$ cat src/rtl/uart_cmd_bridge.sv
// uart_cmd_bridge: byte-stream command bridge between a UART byte engine
// and NCH channels of DW-bit debug in/out words.
module uart_cmd_bridge #(
    parameter int NCH     = 8,
    parameter int DW      = 32,
    parameter int TIMEOUT = 100000
) (
    input  logic              sys_clk,
    input  logic              sys_rst_n,
    input  logic              rx_valid,
    input  logic [7:0]        rx_data,
    output logic              tx_valid,
    output logic [7:0]        tx_data,
    input  logic              tx_ready,
    input  logic [NCH*DW-1:0] in_pins,
    output logic [NCH*DW-1:0] out_pins,
    output logic [NCH-1:0]    out_wr_stb,
    output logic              out_clk,
    output logic              out_rst,
    output logic              busy,
    output logic              rx_overrun
);
    localparam int NB = DW / 8;
    localparam int TW = $clog2(TIMEOUT + 1);
    localparam logic [3:0]    LAST = 4'(NB - 1);
    localparam logic [TW-1:0] TMAX = TW'(TIMEOUT - 1);
    localparam logic [7:0]    ACK  = 8'hA5;
    localparam logic [7:0]    ERR  = 8'hEE;

    typedef enum logic [2:0] {
        IDLE,
        GET_CH,
        GET_DATA,
        EXEC,
        SEND
    } state_t;

    state_t        state;
    logic [7:0]    op;
    logic [7:0]    ch;
    logic [DW-1:0] data_buf;
    logic [DW-1:0] reply_buf;
    logic [3:0]    byte_cnt;
    logic [3:0]    remain;
    logic [TW-1:0] tmo;

    logic          ch_ok;
    logic          need_ch;
    logic          do_write;
    logic [DW-1:0] in_sel;
    logic [DW-1:0] out_sel;
    logic [DW-1:0] exec_word;
    logic [DW-1:0] reply_nxt;
    logic [3:0]    exec_len;

    assign busy      = (state != IDLE);
    assign ch_ok     = ({1'b0, ch} < 9'(NCH));
    assign need_ch   = (rx_data == 8'h20) || (rx_data == 8'h30) ||
                       (rx_data == 8'h31);
    assign reply_nxt = reply_buf >> 8;

    always_comb begin
        in_sel  = '0;
        out_sel = '0;
        for (int c = 0; c < NCH; c++) begin
            if (int'(ch) == c) begin
                in_sel  = in_pins[c*DW +: DW];
                out_sel = out_pins[c*DW +: DW];
            end
        end
    end

    // Reply word is the full snapshot; SEND shifts it out LSB byte first.
    always_comb begin
        exec_word = DW'(ERR);
        exec_len  = 4'd1;
        do_write  = 1'b0;
        case (op)
            8'h10, 8'h11, 8'h12, 8'h13: exec_word = DW'(ACK);
            8'h20: begin
                if (ch_ok) begin
                    exec_word = in_sel;
                    exec_len  = 4'(NB);
                end
            end
            8'h30: begin
                if (ch_ok) begin
                    exec_word = DW'(ACK);
                    do_write  = 1'b1;
                end
            end
            8'h31: begin
                if (ch_ok) begin
                    exec_word = out_sel;
                    exec_len  = 4'(NB);
                end
            end
            default: ;
        endcase
    end

    always_ff @(posedge sys_clk or negedge sys_rst_n) begin
        if (!sys_rst_n) begin
            state      <= IDLE;
            op         <= '0;
            ch         <= '0;
            data_buf   <= '0;
            reply_buf  <= '0;
            byte_cnt   <= '0;
            remain     <= '0;
            tmo        <= '0;
            tx_valid   <= 1'b0;
            tx_data    <= '0;
            out_pins   <= '0;
            out_wr_stb <= '0;
            out_clk    <= 1'b0;
            out_rst    <= 1'b0;
            rx_overrun <= 1'b0;
        end else begin
            out_wr_stb <= '0;
            rx_overrun <= rx_valid && (state == EXEC || state == SEND);
            case (state)
                IDLE: begin
                    tmo <= '0;
                    if (rx_valid) begin
                        op       <= rx_data;
                        byte_cnt <= '0;
                        unique case (1'b1)
                            (rx_data == 8'h00): state <= IDLE;
                            need_ch:            state <= GET_CH;
                            default:            state <= EXEC;
                        endcase
                    end
                end
                GET_CH, GET_DATA: begin
                    if (rx_valid) begin
                        tmo <= '0;
                        if (state == GET_CH) begin
                            ch    <= rx_data;
                            state <= (op == 8'h30) ? GET_DATA : EXEC;
                        end else begin
                            data_buf <= (data_buf >> 8) |
                                        (DW'(rx_data) << (DW - 8));
                            byte_cnt <= byte_cnt + 4'd1;
                            if (byte_cnt == LAST) state <= EXEC;
                        end
                    end else if (tmo == TMAX) begin
                        tmo   <= '0;
                        state <= IDLE;
                    end else begin
                        tmo <= tmo + TW'(1);
                    end
                end
                EXEC: begin
                    case (op)
                        8'h10:   out_clk <= 1'b1;
                        8'h11:   out_clk <= 1'b0;
                        8'h12:   out_rst <= 1'b1;
                        8'h13:   out_rst <= 1'b0;
                        default: ;
                    endcase
                    if (do_write) begin
                        for (int c = 0; c < NCH; c++) begin
                            if (int'(ch) == c) begin
                                out_pins[c*DW +: DW] <= data_buf;
                                out_wr_stb[c]        <= 1'b1;
                            end
                        end
                    end
                    reply_buf <= exec_word;
                    tx_data   <= exec_word[7:0];
                    remain    <= exec_len;
                    tx_valid  <= 1'b1;
                    state     <= SEND;
                end
                SEND: begin
                    if (tx_valid && tx_ready) begin
                        if (remain == 4'd1) begin
                            tx_valid <= 1'b0;
                            state    <= IDLE;
                        end else begin
                            remain    <= remain - 4'd1;
                            reply_buf <= reply_nxt;
                            tx_data   <= reply_nxt[7:0];
                        end
                    end
                end
                default: state <= IDLE;
            endcase
        end
    end

endmodule

$ cat config.mk
export PLATFORM = sky130hd
export DESIGN_NAME = uart_cmd_bridge
export DESIGN_NICKNAME = d
export VERILOG_FILES = /design/src/rtl/uart_cmd_bridge.sv
export SDC_FILE = /design/constraint.sdc
export NUM_CORES = 1
export LEC_CHECK = 0
export CORE_MARGIN = 2
export CORE_UTILIZATION = 25
export CTS_CLUSTER_SIZE = 28
export DETAILED_ROUTE_END_ITERATION = 10
export GPL_TIMING_DRIVEN = 0
export PLACE_DENSITY = 0.55
export SLEW_MARGIN = 20
export SYNTH_ARGS = -nofsm -noshare
export SYNTH_HDL_FRONTEND = slang
export SYNTH_SLANG_ARGS = --single-unit
export TNS_END_PERCENT = 1
$ cat constraint.sdc
create_clock -name sys_clk -period 5.9 [get_ports sys_clk]
set_input_delay 1.18 -clock sys_clk [delete_from_list [all_inputs] [get_ports sys_clk]]
set_output_delay 1.18 -clock sys_clk [all_outputs]
set_load 0.03 [all_outputs]
==> summary.txt <==
Outcome
  • Status: finished, final reports clean

Logic synthesis
  • EDFF count, synth: 0
  • Syn nets: 2033
  • Ys Warns: 0
  • #FFs+latches synth: 376
  • Synth Cell Area: 19200 um2
  • Synth async-reset ratio: 100%
  • Cells after Synth: 1761
  • Post-synthesis sequential area ratio: 48.9%
  • Post-synth cell types: 67
  • Top FF cell, synth: dfrtp_1
  • Mean Syn Cell Area: 10.9 um2

Routing
  • DR iter-0 viols: 1686
  • Routed Antenna Nets: 0
  • Detailed-route wire length: 109000 um
  • Wire length per cell: 31.8 um
  • Vias per inst: 5.31
  • Drc violations: 0
  • Drt pass-1 iters: 6
  • Vias: 18200

Clocking
  • Worst skew pair latency: 610 ps
  • Clock slew at reported path FFs: 60 ps
  • CTS sink cnt: 376
  • Max Buffers Root-to-Sink: 3
  • Root Buffer: clkbuf_16
  • CTS tree: built
  • CTS Buf Count: 46
  • Post-CTS Hold Fix Bufs: 0
  • Post-CTS Setup Bufs: 0
  • H-tree Lvls: 2
  • Number of gates resized after CTS: 0

Hold path
  • Hold path endpoint: out_rst$_DFFE_PN0P_
  • Hold path depth: 2
  • Hold_sp: out_rst$_DFFE_PN0P_
  • Hold WC Path Type: reg2reg

Final layout
  • Fillers: 7706
  • NumNets Final: 2630
  • Share of layout cells above drive strength 1: 18.8%
  • Area occupied by multi-input gates: 9050 um2
  • P&R area growth vs syn: 43.7%
  • Register Area: 9410 um2

STA
  • Final setup viols: 0
  • Layout Skew: 25.7 ps
  • Final critical-path required period: 4580 ps
  • Fmax: 218 MHz
  • Final hold vios: 0
  • Final worst slack: 1320 ps
  • Slew Limit Headroom: 22.1%
  • Period utilisation layout: 77.6%
  • Slew @ Worst Pin: 1170 ps
  • Unrepaired setup endpoints after global routing: no
  • Setup total negative slack: 0 ps
  • Pins Over Slew Limit: 0

Floorplan
  • Die height: 281 um
  • Die area: 79200 um2
  • Starting density of the core: 25.3%
  • I/O pins: 545
  • Chip Width: 281 um
  • Core area: 76100 um2
  • Rows: 101

Power
  • Sw Pwr: 4360 uW
  • Worst vdd ir: 205 uV
  • Pint: 5720 uW
  • Comb pwr share: 40.9%
  • Clock power frac: 29.0%
  • Reg power frac: 30.1%
  • Cell area power density: 365 nW/um2
  • Sw Share: 43.2%
  • Leakage: 0.0117 uW

Critical path
  • Reg-to-reg endpoint: reply_buf[27]$_DFFE_PN0P_
  • Flop2flop setup slack: 1320 ps
  • CP endpoint kind: flop
  • Worst-path fanout max: 10
  • CP arrival: 5010 ps
  • Reg2Reg Depth: 8
  • RR Startpoint: ch[2]$_DFFE_PN0P_
  • Critical path required time: 6330 ps
  • CP Launch Type: flop
  • CP Class: reg2reg

Global routing
  • Vias in the first global route: 18500
  • Largest net degree at the start of global routing: 95
  • Grt total ovfl: 0
  • Tot GR Track Use: 26.7%
  • Most used routing layer: met2
  • M1 GR Usage: 32.6%
  • Grt met3 use: 7.83%
  • Global-route wire length before repair: 148000 um
  • Met2 usage: 43.2%
  • Initial antenna violation count: 14

Place
  • RePlAce Congestion: 0.968
  • Dpl hpwl: 85800 um
  • Port-buffer cells: 544
  • Worst slack at placement: 1530 ps

Run
  • Max-capacitance violation count: 0
[through the flow]
step / cell area (um2) / utilization, % / total power [uW] / cells / hold WS [ps]
floorplan: 19200 / - / 5050 / 1761 / 444
global route: 27700 / 36.3 / 10400 / 3423 / 525
detailed placement: 26100 / 34.3 / 7120 / 3340 / 476
global placement: 26000 / 34.2 / 7070 / 3335 / 469
CTS: 27600 / 36.3 / 10000 / 3420 / 490
finish: 27700 / 36.4 / 10100 / 3427 / 493
[power groups by stage]
stage / combinational (uW) / clock [uW] / sequential [uW]
after floorplan: 2050 / 0 / 3000
after CTS: 4050 / 2970 / 3030
final: 4120 / 2920 / 3040
after global placement: 4000 / 0 / 3070
after detailed placement: 4040 / 0 / 3070
after global routing: 4270 / 3060 / 3070
[area by class of cell]
cell class | instances | share of cell area (%)
Inverter | 12 | 0.163
Antenna cell | 7 | 0.0633
Timing Repair Buffer | 549 | 20.1
Tap cell | 1030 | 4.66
Clock inverter | 14 | 0.783
Multi-Input combinational cell | 1204 | 32.7
Clock buffer | 66 | 4.72
Sequential cell | 376 | 34.0
Buffer | 169 | 2.74
[synthesized netlist by cell type, types with 9 or more instances]
| cell | n | area [um2] |
|---|---|---|
| or3_1 | 15 | 93.8 |
| a21o_1 | 10 | 75.1 |
| o21ai_0 | 99 | 495 |
| inv_1 | 12 | 45.0 |
| xor2_1 | 9 | 78.8 |
| nand2b_1 | 12 | 75.1 |
| nand2_1 | 168 | 631 |
| buf_1 | 26 | 97.6 |
| nor3_1 | 17 | 85.1 |
| and3_1 | 37 | 231 |
| a221oi_1 | 21 | 184 |
| dfrtp_1 | 376 | 9410 |
| a22o_1 | 10 | 87.6 |
| a22oi_1 | 75 | 563 |
| nand3_1 | 15 | 75.1 |
| o221ai_1 | 37 | 324 |
| clkbuf_2 | 21 | 105 |
| a21oi_1 | 54 | 270 |
| buf_4 | 13 | 97.6 |
| o31ai_1 | 13 | 97.6 |
| o22ai_1 | 13 | 81.3 |
| buf_2 | 17 | 85.1 |
| mux2i_1 | 41 | 410 |
| clkbuf_1 | 89 | 334 |
| mux2_2 | 297 | 3340 |
| o211ai_1 | 45 | 338 |
| nor2_1 | 91 | 342 |
[cells in the final DEF (no fill, tap or decap), drive strengths merged, types with 10 or more instances in the layout]
cell type / Yosys / routed
a22o: 10 / 10
nand2: 169 / 169
dfrtp: 376 / 376
o221ai: 37 / 37
o21ai: 99 / 99
mux2i: 41 / 41
nand2b: 12 / 12
buf: 59 / 65
clkbuf: 110 / 176
mux2: 301 / 301
o31ai: 13 / 13
inv: 12 / 14
nor3: 19 / 19
o22ai: 13 / 13
o211ai: 45 / 45
nor2: 96 / 96
a221oi: 21 / 21
a21o: 10 / 10
clkdlybuf4s50: 0 / 543
nand3: 15 / 15
a21oi: 54 / 54
and3: 37 / 37
a22oi: 75 / 75
or3: 15 / 15
[critical path, cell delays in order, from the launching register on]
cell and delay [ps]:
dfrtp_1 500, buf_2 340, buf_1 900, buf_2 510, clkbuf_1 760, clkbuf_1 700
o221ai_1 330, o211ai_1 220, a32oi_1 140
[state kept, by name, indices dropped and copies added, names as in the netlist]
| name | flops |
|---|---|
| tx_valid | 1 |
| reply_buf | 25 |
| out_wr_stb | 8 |
| data_buf | 32 |
| byte_cnt | 4 |
| out_rst | 1 |
| out_clk | 1 |
| out_pins | 256 |
| rx_overrun | 1 |
| op | 8 |
| remain | 4 |
| tmo | 17 |
| tx_data | 7 |
| ch | 8 |
| state | 3 |
[routing by layer]
metal,part of all wire [%],vias up,wire [um]
met3,8.9,220,9750
met5,0.046,-,50
met4,5.2,8,5720
met1,40,9330,43100
li1,-,7726,-
met2,46,915,50400
[kinds of logic (layout without fill, tap and decap cells)]
| logic type | count (synthesis) | count (layout) | share of synthesized area (%) |
|---|---|---|---|
| simple gates | 401 | 401 | 9.82 |
| compound gates | 439 | 439 | 15.9 |
| fa+ha+maj | 4 | 4 | 0.260 |
| flops | 376 | 376 | 48.9 |
| other cells | 0 | 7 | 0 |
| xor+xnor | 12 | 12 | 0.546 |
| mux | 348 | 348 | 20.4 |
| buf+inv | 181 | 810 | 4.15 |
[worst max path at each step]
stage / start / to / slack [ps] / cells past startpoint
final: ch[2]$_DFFE_PN0P_ / reply_buf[27]$_DFFE_PN0P_ / 1320 / 8
after global routing: ch[2]$_DFFE_PN0P_ / reply_buf[30]$_DFFE_PN0P_ / 1320 / 8
after CTS: ch[2]$_DFFE_PN0P_ / reply_buf[27]$_DFFE_PN0P_ / 1510 / 8
after detailed placement: ch[2]$_DFFE_PN0P_ / reply_buf[27]$_DFFE_PN0P_ / 1530 / 8
after global placement: sys_rst_n / out_pins[145]$_DFFE_PN0P_ / -13610 / 1
after floorplan: ch[7]$_DFFE_PN0P_ / out_pins[10]$_DFFE_PN0P_ / 3300 / 9
Note: power is estimated with default switching activity, not from simulation.
